$ cat config.mk
export PLATFORM = sky130hd
export DESIGN_NAME = hazard_ctrl_flat
export DESIGN_NICKNAME = d
export VERILOG_FILES = /design/src/rtl/hazard_ctrl_if.sv /design/src/rtl/hazard_ctrl.sv /design/src/flat_wrapper.sv
export SDC_FILE = /design/constraint.sdc
export NUM_CORES = 1
export LEC_CHECK = 0
export ABC_AREA = 1
export CAP_MARGIN = 15
export CORE_UTILIZATION = 54
export CTS_CLUSTER_SIZE = 12
export DETAILED_ROUTE_END_ITERATION = 7
export GPL_TIMING_DRIVEN = 0
export PLACE_DENSITY = 0.83
export SYNTH_ARGS = -nofsm -noshare
export SYNTH_HDL_FRONTEND = slang
export SYNTH_SLANG_ARGS = --single-unit
$ cat constraint.sdc
create_clock -name clk_i -period 4.9 [get_ports clk_i]
set_clock_uncertainty 0.1 [all_clocks]
set_input_delay 0.98 -clock clk_i [delete_from_list [all_inputs] [get_ports clk_i]]
set_output_delay 0.98 -clock clk_i [all_outputs]
set_load 0.1 [all_outputs]
$ cat src/rtl/hazard_ctrl_if.sv
// Handshake bundle between the pipeline datapath and the hazard controller.
// master = datapath side, slave = controller side.
interface hazard_ctrl_if #(
  parameter int CNT_W = 16
);
  logic             IDEX_MemRead_i;
  logic [4:0]       IDEX_RT_i;
  logic [4:0]       IFID_RS_i;
  logic [4:0]       IFID_RT_i;
  logic             branch_taken_i;
  logic             mem_busy_i;
  logic             pc_write_o;
  logic             pc_branch_o;
  logic             ifid_write_o;
  logic             ifid_flush_o;
  logic             idex_write_o;
  logic             idex_flush_o;
  logic             exmem_write_o;
  logic             memwb_write_o;
  logic             timeout_o;
  logic [CNT_W-1:0] stall_cnt_o;
  logic [CNT_W-1:0] flush_cnt_o;

  modport master (
    output IDEX_MemRead_i, IDEX_RT_i, IFID_RS_i, IFID_RT_i, branch_taken_i, mem_busy_i,
    input  pc_write_o, pc_branch_o, ifid_write_o, ifid_flush_o, idex_write_o,
           idex_flush_o, exmem_write_o, memwb_write_o, timeout_o, stall_cnt_o, flush_cnt_o
  );

  modport slave (
    input  IDEX_MemRead_i, IDEX_RT_i, IFID_RS_i, IFID_RT_i, branch_taken_i, mem_busy_i,
    output pc_write_o, pc_branch_o, ifid_write_o, ifid_flush_o, idex_write_o,
           idex_flush_o, exmem_write_o, memwb_write_o, timeout_o, stall_cnt_o, flush_cnt_o
  );
endinterface

$ cat src/rtl/hazard_ctrl.sv
// Pipeline sequencing controller: per-stage write/flush controls for the 5-stage core,
// plus a memory-wait watchdog and saturating stall/flush event counters.
//   state   | meaning
//   ST_RUN  | data memory ready, wait counter idle
//   ST_WAIT | data memory busy, wait counter running toward timeout
module hazard_ctrl #(
  parameter int WAIT_MAX = 15,
  parameter int CNT_W    = 16
) (
  input  logic         clk_i,
  input  logic         rst_i,
  hazard_ctrl_if.slave hz
);

  typedef enum logic {ST_RUN, ST_WAIT} state_t;

  localparam logic [7:0]       WAIT_LAST = 8'(WAIT_MAX - 1);
  localparam logic [CNT_W-1:0] CNT_MAX   = '1;

  state_t           state_q, state_d;
  logic [7:0]       wait_cnt_q, wait_cnt_d;
  logic             timeout_q, timeout_d;
  logic [CNT_W-1:0] stall_cnt_q, stall_cnt_d;
  logic [CNT_W-1:0] flush_cnt_q, flush_cnt_d;
  logic             load_use;
  logic             stall_evt;
  logic             flush_evt;

  always_comb begin
    load_use = hz.IDEX_MemRead_i && (hz.IDEX_RT_i != 5'd0) &&
               ((hz.IDEX_RT_i == hz.IFID_RS_i) || (hz.IDEX_RT_i == hz.IFID_RT_i));
    // A busy cycle counts as a stall even when a branch is pending; the branch is replayed.
    stall_evt = hz.mem_busy_i || (!hz.branch_taken_i && load_use);
    flush_evt = !hz.mem_busy_i && hz.branch_taken_i;
  end

  always_ff @(posedge clk_i or posedge rst_i) begin
    if (rst_i) begin
      state_q     <= ST_RUN;
      wait_cnt_q  <= '0;
      timeout_q   <= 1'b0;
      stall_cnt_q <= '0;
      flush_cnt_q <= '0;
    end else begin
      state_q     <= state_d;
      wait_cnt_q  <= wait_cnt_d;
      timeout_q   <= timeout_d;
      stall_cnt_q <= stall_cnt_d;
      flush_cnt_q <= flush_cnt_d;
    end
  end

  always_comb begin
    state_d     = state_q;
    wait_cnt_d  = '0;
    timeout_d   = timeout_q;
    stall_cnt_d = stall_cnt_q;
    flush_cnt_d = flush_cnt_q;

    case (state_q)
      ST_RUN:  if (hz.mem_busy_i)  state_d = ST_WAIT;
      ST_WAIT: if (!hz.mem_busy_i) state_d = ST_RUN;
      default: state_d = ST_RUN;
    endcase

    if (hz.mem_busy_i) begin
      if (state_q == ST_RUN)
        wait_cnt_d = 8'd1;
      else if (wait_cnt_q != 8'hFF)
        wait_cnt_d = wait_cnt_q + 8'd1;
      else
        wait_cnt_d = wait_cnt_q;
      if (wait_cnt_q == WAIT_LAST)
        timeout_d = 1'b1;
    end

    if (stall_evt && (stall_cnt_q != CNT_MAX))
      stall_cnt_d = stall_cnt_q + CNT_W'(1);
    if (flush_evt && (flush_cnt_q != CNT_MAX))
      flush_cnt_d = flush_cnt_q + CNT_W'(1);
  end

  always_comb begin
    hz.pc_write_o    = 1'b0;
    hz.pc_branch_o   = 1'b0;
    hz.ifid_write_o  = 1'b0;
    hz.ifid_flush_o  = 1'b0;
    hz.idex_write_o  = 1'b0;
    hz.idex_flush_o  = 1'b0;
    hz.exmem_write_o = 1'b0;
    hz.memwb_write_o = 1'b0;

    if (!rst_i && !hz.mem_busy_i) begin
      hz.idex_write_o  = 1'b1;
      hz.exmem_write_o = 1'b1;
      hz.memwb_write_o = 1'b1;
      if (hz.branch_taken_i) begin
        hz.pc_write_o   = 1'b1;
        hz.pc_branch_o  = 1'b1;
        hz.ifid_write_o = 1'b1;
        hz.ifid_flush_o = 1'b1;
        hz.idex_flush_o = 1'b1;
      end else if (load_use) begin
        hz.idex_flush_o = 1'b1;
      end else begin
        hz.pc_write_o   = 1'b1;
        hz.ifid_write_o = 1'b1;
      end
    end
  end

  assign hz.timeout_o   = timeout_q;
  assign hz.stall_cnt_o = stall_cnt_q;
  assign hz.flush_cnt_o = flush_cnt_q;

endmodule

$ cat src/flat_wrapper.sv
// flat-port wrapper written by rule: the top's interface ports become plain ports
module hazard_ctrl_flat 
#(
  parameter int WAIT_MAX = 15,
  parameter int CNT_W    = 16
)
  (clk_i, rst_i, hz_IDEX_MemRead_i, hz_IDEX_RT_i, hz_IFID_RS_i, hz_IFID_RT_i, hz_branch_taken_i, hz_mem_busy_i, hz_pc_write_o, hz_pc_branch_o, hz_ifid_write_o, hz_ifid_flush_o, hz_idex_write_o, hz_idex_flush_o, hz_exmem_write_o, hz_memwb_write_o, hz_timeout_o, hz_stall_cnt_o, hz_flush_cnt_o);
  hazard_ctrl_if #(.CNT_W(CNT_W)) hz_i ();
  input  logic clk_i;
  input  logic rst_i;
  input wire logic [$bits(hz_i.IDEX_MemRead_i)-1:0] hz_IDEX_MemRead_i;
  input wire logic [$bits(hz_i.IDEX_RT_i)-1:0] hz_IDEX_RT_i;
  input wire logic [$bits(hz_i.IFID_RS_i)-1:0] hz_IFID_RS_i;
  input wire logic [$bits(hz_i.IFID_RT_i)-1:0] hz_IFID_RT_i;
  input wire logic [$bits(hz_i.branch_taken_i)-1:0] hz_branch_taken_i;
  input wire logic [$bits(hz_i.mem_busy_i)-1:0] hz_mem_busy_i;
  output wire logic [$bits(hz_i.pc_write_o)-1:0] hz_pc_write_o;
  output wire logic [$bits(hz_i.pc_branch_o)-1:0] hz_pc_branch_o;
  output wire logic [$bits(hz_i.ifid_write_o)-1:0] hz_ifid_write_o;
  output wire logic [$bits(hz_i.ifid_flush_o)-1:0] hz_ifid_flush_o;
  output wire logic [$bits(hz_i.idex_write_o)-1:0] hz_idex_write_o;
  output wire logic [$bits(hz_i.idex_flush_o)-1:0] hz_idex_flush_o;
  output wire logic [$bits(hz_i.exmem_write_o)-1:0] hz_exmem_write_o;
  output wire logic [$bits(hz_i.memwb_write_o)-1:0] hz_memwb_write_o;
  output wire logic [$bits(hz_i.timeout_o)-1:0] hz_timeout_o;
  output wire logic [$bits(hz_i.stall_cnt_o)-1:0] hz_stall_cnt_o;
  output wire logic [$bits(hz_i.flush_cnt_o)-1:0] hz_flush_cnt_o;
  assign hz_i.IDEX_MemRead_i = hz_IDEX_MemRead_i;
  assign hz_i.IDEX_RT_i = hz_IDEX_RT_i;
  assign hz_i.IFID_RS_i = hz_IFID_RS_i;
  assign hz_i.IFID_RT_i = hz_IFID_RT_i;
  assign hz_i.branch_taken_i = hz_branch_taken_i;
  assign hz_i.mem_busy_i = hz_mem_busy_i;
  assign hz_pc_write_o = hz_i.pc_write_o;
  assign hz_pc_branch_o = hz_i.pc_branch_o;
  assign hz_ifid_write_o = hz_i.ifid_write_o;
  assign hz_ifid_flush_o = hz_i.ifid_flush_o;
  assign hz_idex_write_o = hz_i.idex_write_o;
  assign hz_idex_flush_o = hz_i.idex_flush_o;
  assign hz_exmem_write_o = hz_i.exmem_write_o;
  assign hz_memwb_write_o = hz_i.memwb_write_o;
  assign hz_timeout_o = hz_i.timeout_o;
  assign hz_stall_cnt_o = hz_i.stall_cnt_o;
  assign hz_flush_cnt_o = hz_i.flush_cnt_o;
  hazard_ctrl #(.WAIT_MAX(WAIT_MAX), .CNT_W(CNT_W)) u_core (.clk_i(clk_i), .rst_i(rst_i), .hz(hz_i));
endmodule
==> results.json <==
{
  "status": "finished, violations left",
  "violations": "DRC",
  "wl_per_cell_um": 12.8,
  "synth_top_area_frac": 0.409,
  "ctsResizeCount": 0,
  "coreArea_um2": 4470,
  "utilization": 0.755,
  "drive_gt1_frac": 0.0697,
  "dieArea_um2": 5040,
  "postSynthNetCount": 372,
  "postCtsHoldBufs": 0,
  "cts-root-buf": "clkbuf_8",
  "min-delay-path-class": "register to register",
  "slew_headroom": 0.343,
  "cts_tree": "yes",
  "netlist_instances": 348,
  "end_kind": "output port",
  "drt_iter0_drc": 110,
  "worst-endpoint-required_ns": 3.82,
  "critPathArrivalTime_ns": 3.39,
  "yosys-top-cells-area": "dfrtp_1 41%, nand2_1 16%, nand3_1 7.0%",
  "holdWs_ns": 0.370,
  "worstMarginPinSlew_ns": 0.983,
  "grt_pass1_wl_um": 10500,
  "clk_path_buf_depth": 2,
  "via_count": 2444,
  "path_clk_slew_ns": 0.08,
  "die_w_um": 71.0,
  "irDropWorstVdd_mv": 0.630,
  "ant_nets": 0,
  "dpl.hpwl_um": 4430,
  "place_inst": 460,
  "period_share": 0.912,
  "drc": 2,
  "die_h_um": 71.0,
  "grtUsageTotal": 0.260,
  "fin_total_pwr_mw": 1.40,
  "clkSinkCount": 42,
  "slew_viol_final": 0,
  "yosysWarnings": 0,
  "yosysTopAreaCell": "dfrtp_1",
  "worstSetupPathType": "input pin to output port",
  "io_pins": 61,
  "max-cap-violations": 0,
  "grt_start_max_net_pins": 43,
  "p_per_area_nw_per_um2": 414,
  "setup_viol": 0,
  "max_freq_ghz": 0.224,
  "syn_area_um2": 2570,
  "period_needed_ns": 4.47,
  "ys.flop_type": "dfrtp_1",
  "ys_async_sr_fraction": 1.00,
  "ys_seq_area_frac": 0.409,
  "grt_pass1_vias": 2419,
  "crit_fanout": 3,
  "synth.avg_cell_area_um2": 7.38,
  "totalWireLength_um": 5990,
  "ys_seq_elements": 42,
  "firstDrtPassIters": 6,
  "grt_overflow": 0,
  "yosysMostFrequentCell": "nand2_1",
  "worstSetupStartpointType": "input pin",
  "finalNetCount": 439,
  "rsz0062_at_grt": "false",
  "gp_routability_congestion": 0.853,
  "row_count": 24,
  "via_per_inst": 5.22,
  "start_util": 0.574,
  "yosys.cell_types.count": 32,
  "htreeDepth": 2,
  "antenna_found_initial": 0,
  "io_buffers": 60,
  "area_growth_pct": 31.5,
  "hold_viol": 0,
  "cts-buffers-inserted": 5,
  "fin_cells": 468,
  "p_leak_nw": 1.66,
  "synth_edf_count": 0,
  "worstSkewPairLatency_ns": 0.30,
  "post_cts_buffers": 0,
  "antenna_cells_inserted": 0,
  "synthTopCellsByCount": "112 x nand2_1, 44 x inv_1, 42 x dfrtp_1, 37 x nor2_1, 36 x nand3_1"
}
where the power goes:
group,leakage (nW),total [mW],switching [mW],internal (mW)
combinational,1.03,0.610,0.463,0.147
sequential,0.564,0.458,0.0652,0.392
clock,0.0683,0.333,0.129,0.204
cells in the final DEF, fill, tap and decap left out, types with 2 or more instances in the layout:
cell	count
nor2_1	36
ha_1	4
inv_2	4
nor3_1	3
a21oi_1	5
nand2_1	112
nor4_1	2
xnor2_1	11
o21ai_0	6
nand4_1	5
a22oi_1	2
clkbuf_8	5
nand3_1	36
a211oi_1	3
nor2_2	2
bufinv_16	2
buf_4	6
inv_1	43
dfrtp_1	42
clkdlybuf4s50_1	60
xor2_1	11
cell families after synthesis:
family                     Yosys count  share of synthesized area
DFF                                 42                      0.409
and+or+nand+nor                    203                      0.355
buffers and inverters               56                     0.0920
AOI/OAI and AO/OA                   21                     0.0497
xor gates and xnor gates            22                     0.0750
adders and majority gates            4                     0.0195
through the flow:
stage / setup WS, ns / area [µm²] / TNS [ns]
after floorplan: -0.0998 / 2580 / -0.0998
after global placement: 0.475 / 3240 / 0
after detailed placement: 0.446 / 3240 / 0
after CTS: 0.439 / 3380 / 0
after global routing: 0.306 / 3380 / 0
final: 0.432 / 3380 / 0
area by class of cell:
cell class	instances	area (µm²)
fillers	346	1090
inverters	49	186
clock inverters	3	68.8
repair buffers	60	601
flip-flops and latches	42	1050
multi-input cells	250	1290
clock buffers	5	68.8
plain buffers	7	50.0
well taps	52	65.1
metal layers:
metal,vias up,wire length (µm),share of wire,track usage
met3,10,287,0.048,0.0513
li1,1227,-,-,-
met5,-,0,0,0
met1,1137,2580,0.43,0.322
met2,70,3020,0.51,0.454
met4,0,91,0.015,0.0933
worst max-delay path, stage by stage:
cell and delay [ns]:
clkdlybuf4s50_1 0.45, inv_1 0.12, nand4_1 0.08, o21ai_0 0.18, inv_1 0.08, nand3_1 0.14
nand2_1 0.06, inv_1 0.07, buf_4 0.10, clkdlybuf4s50_1 1.13
final timing paths:
check | startpoint | end | slack (ns) | cells past startpoint
setup / recovery | hz_IDEX_RT_i[1] | hz_pc_write_o | 0.43 | 10
hold / removal | u_core.hz.timeout_o$_DFFE_PP0P_ | u_core.hz.timeout_o$_DFFE_PP0P_ | 0.37 | 1
setup reg to reg | u_core.hz.flush_cnt_o[0]$_DFFE_PP0P_ | u_core.hz.flush_cnt_o[8]$_DFFE_PP0P_ | 2.98 | 9
hold reg to reg | u_core.hz.timeout_o$_DFFE_PP0P_ | u_core.hz.timeout_o$_DFFE_PP0P_ | 0.37 | 1
max in group asynchronous | rst_i | u_core.hz.flush_cnt_o[0]$_DFFE_PP0P_ | 3.04 | 2
min in group asynchronous | rst_i | u_core.wait_cnt_q[5]$_DFFE_PP0P_ | 1.11 | 2
state kept, by name (all words and copies together), names as in the netlist:
signal,cells
u_core.hz.timeout_o,1
u_core.hz.flush_cnt_o,16
u_core.state_q,1
u_core.wait_cnt_q,8
u_core.hz.stall_cnt_o,16
Note: power is estimated with default switching activity, not from simulation.
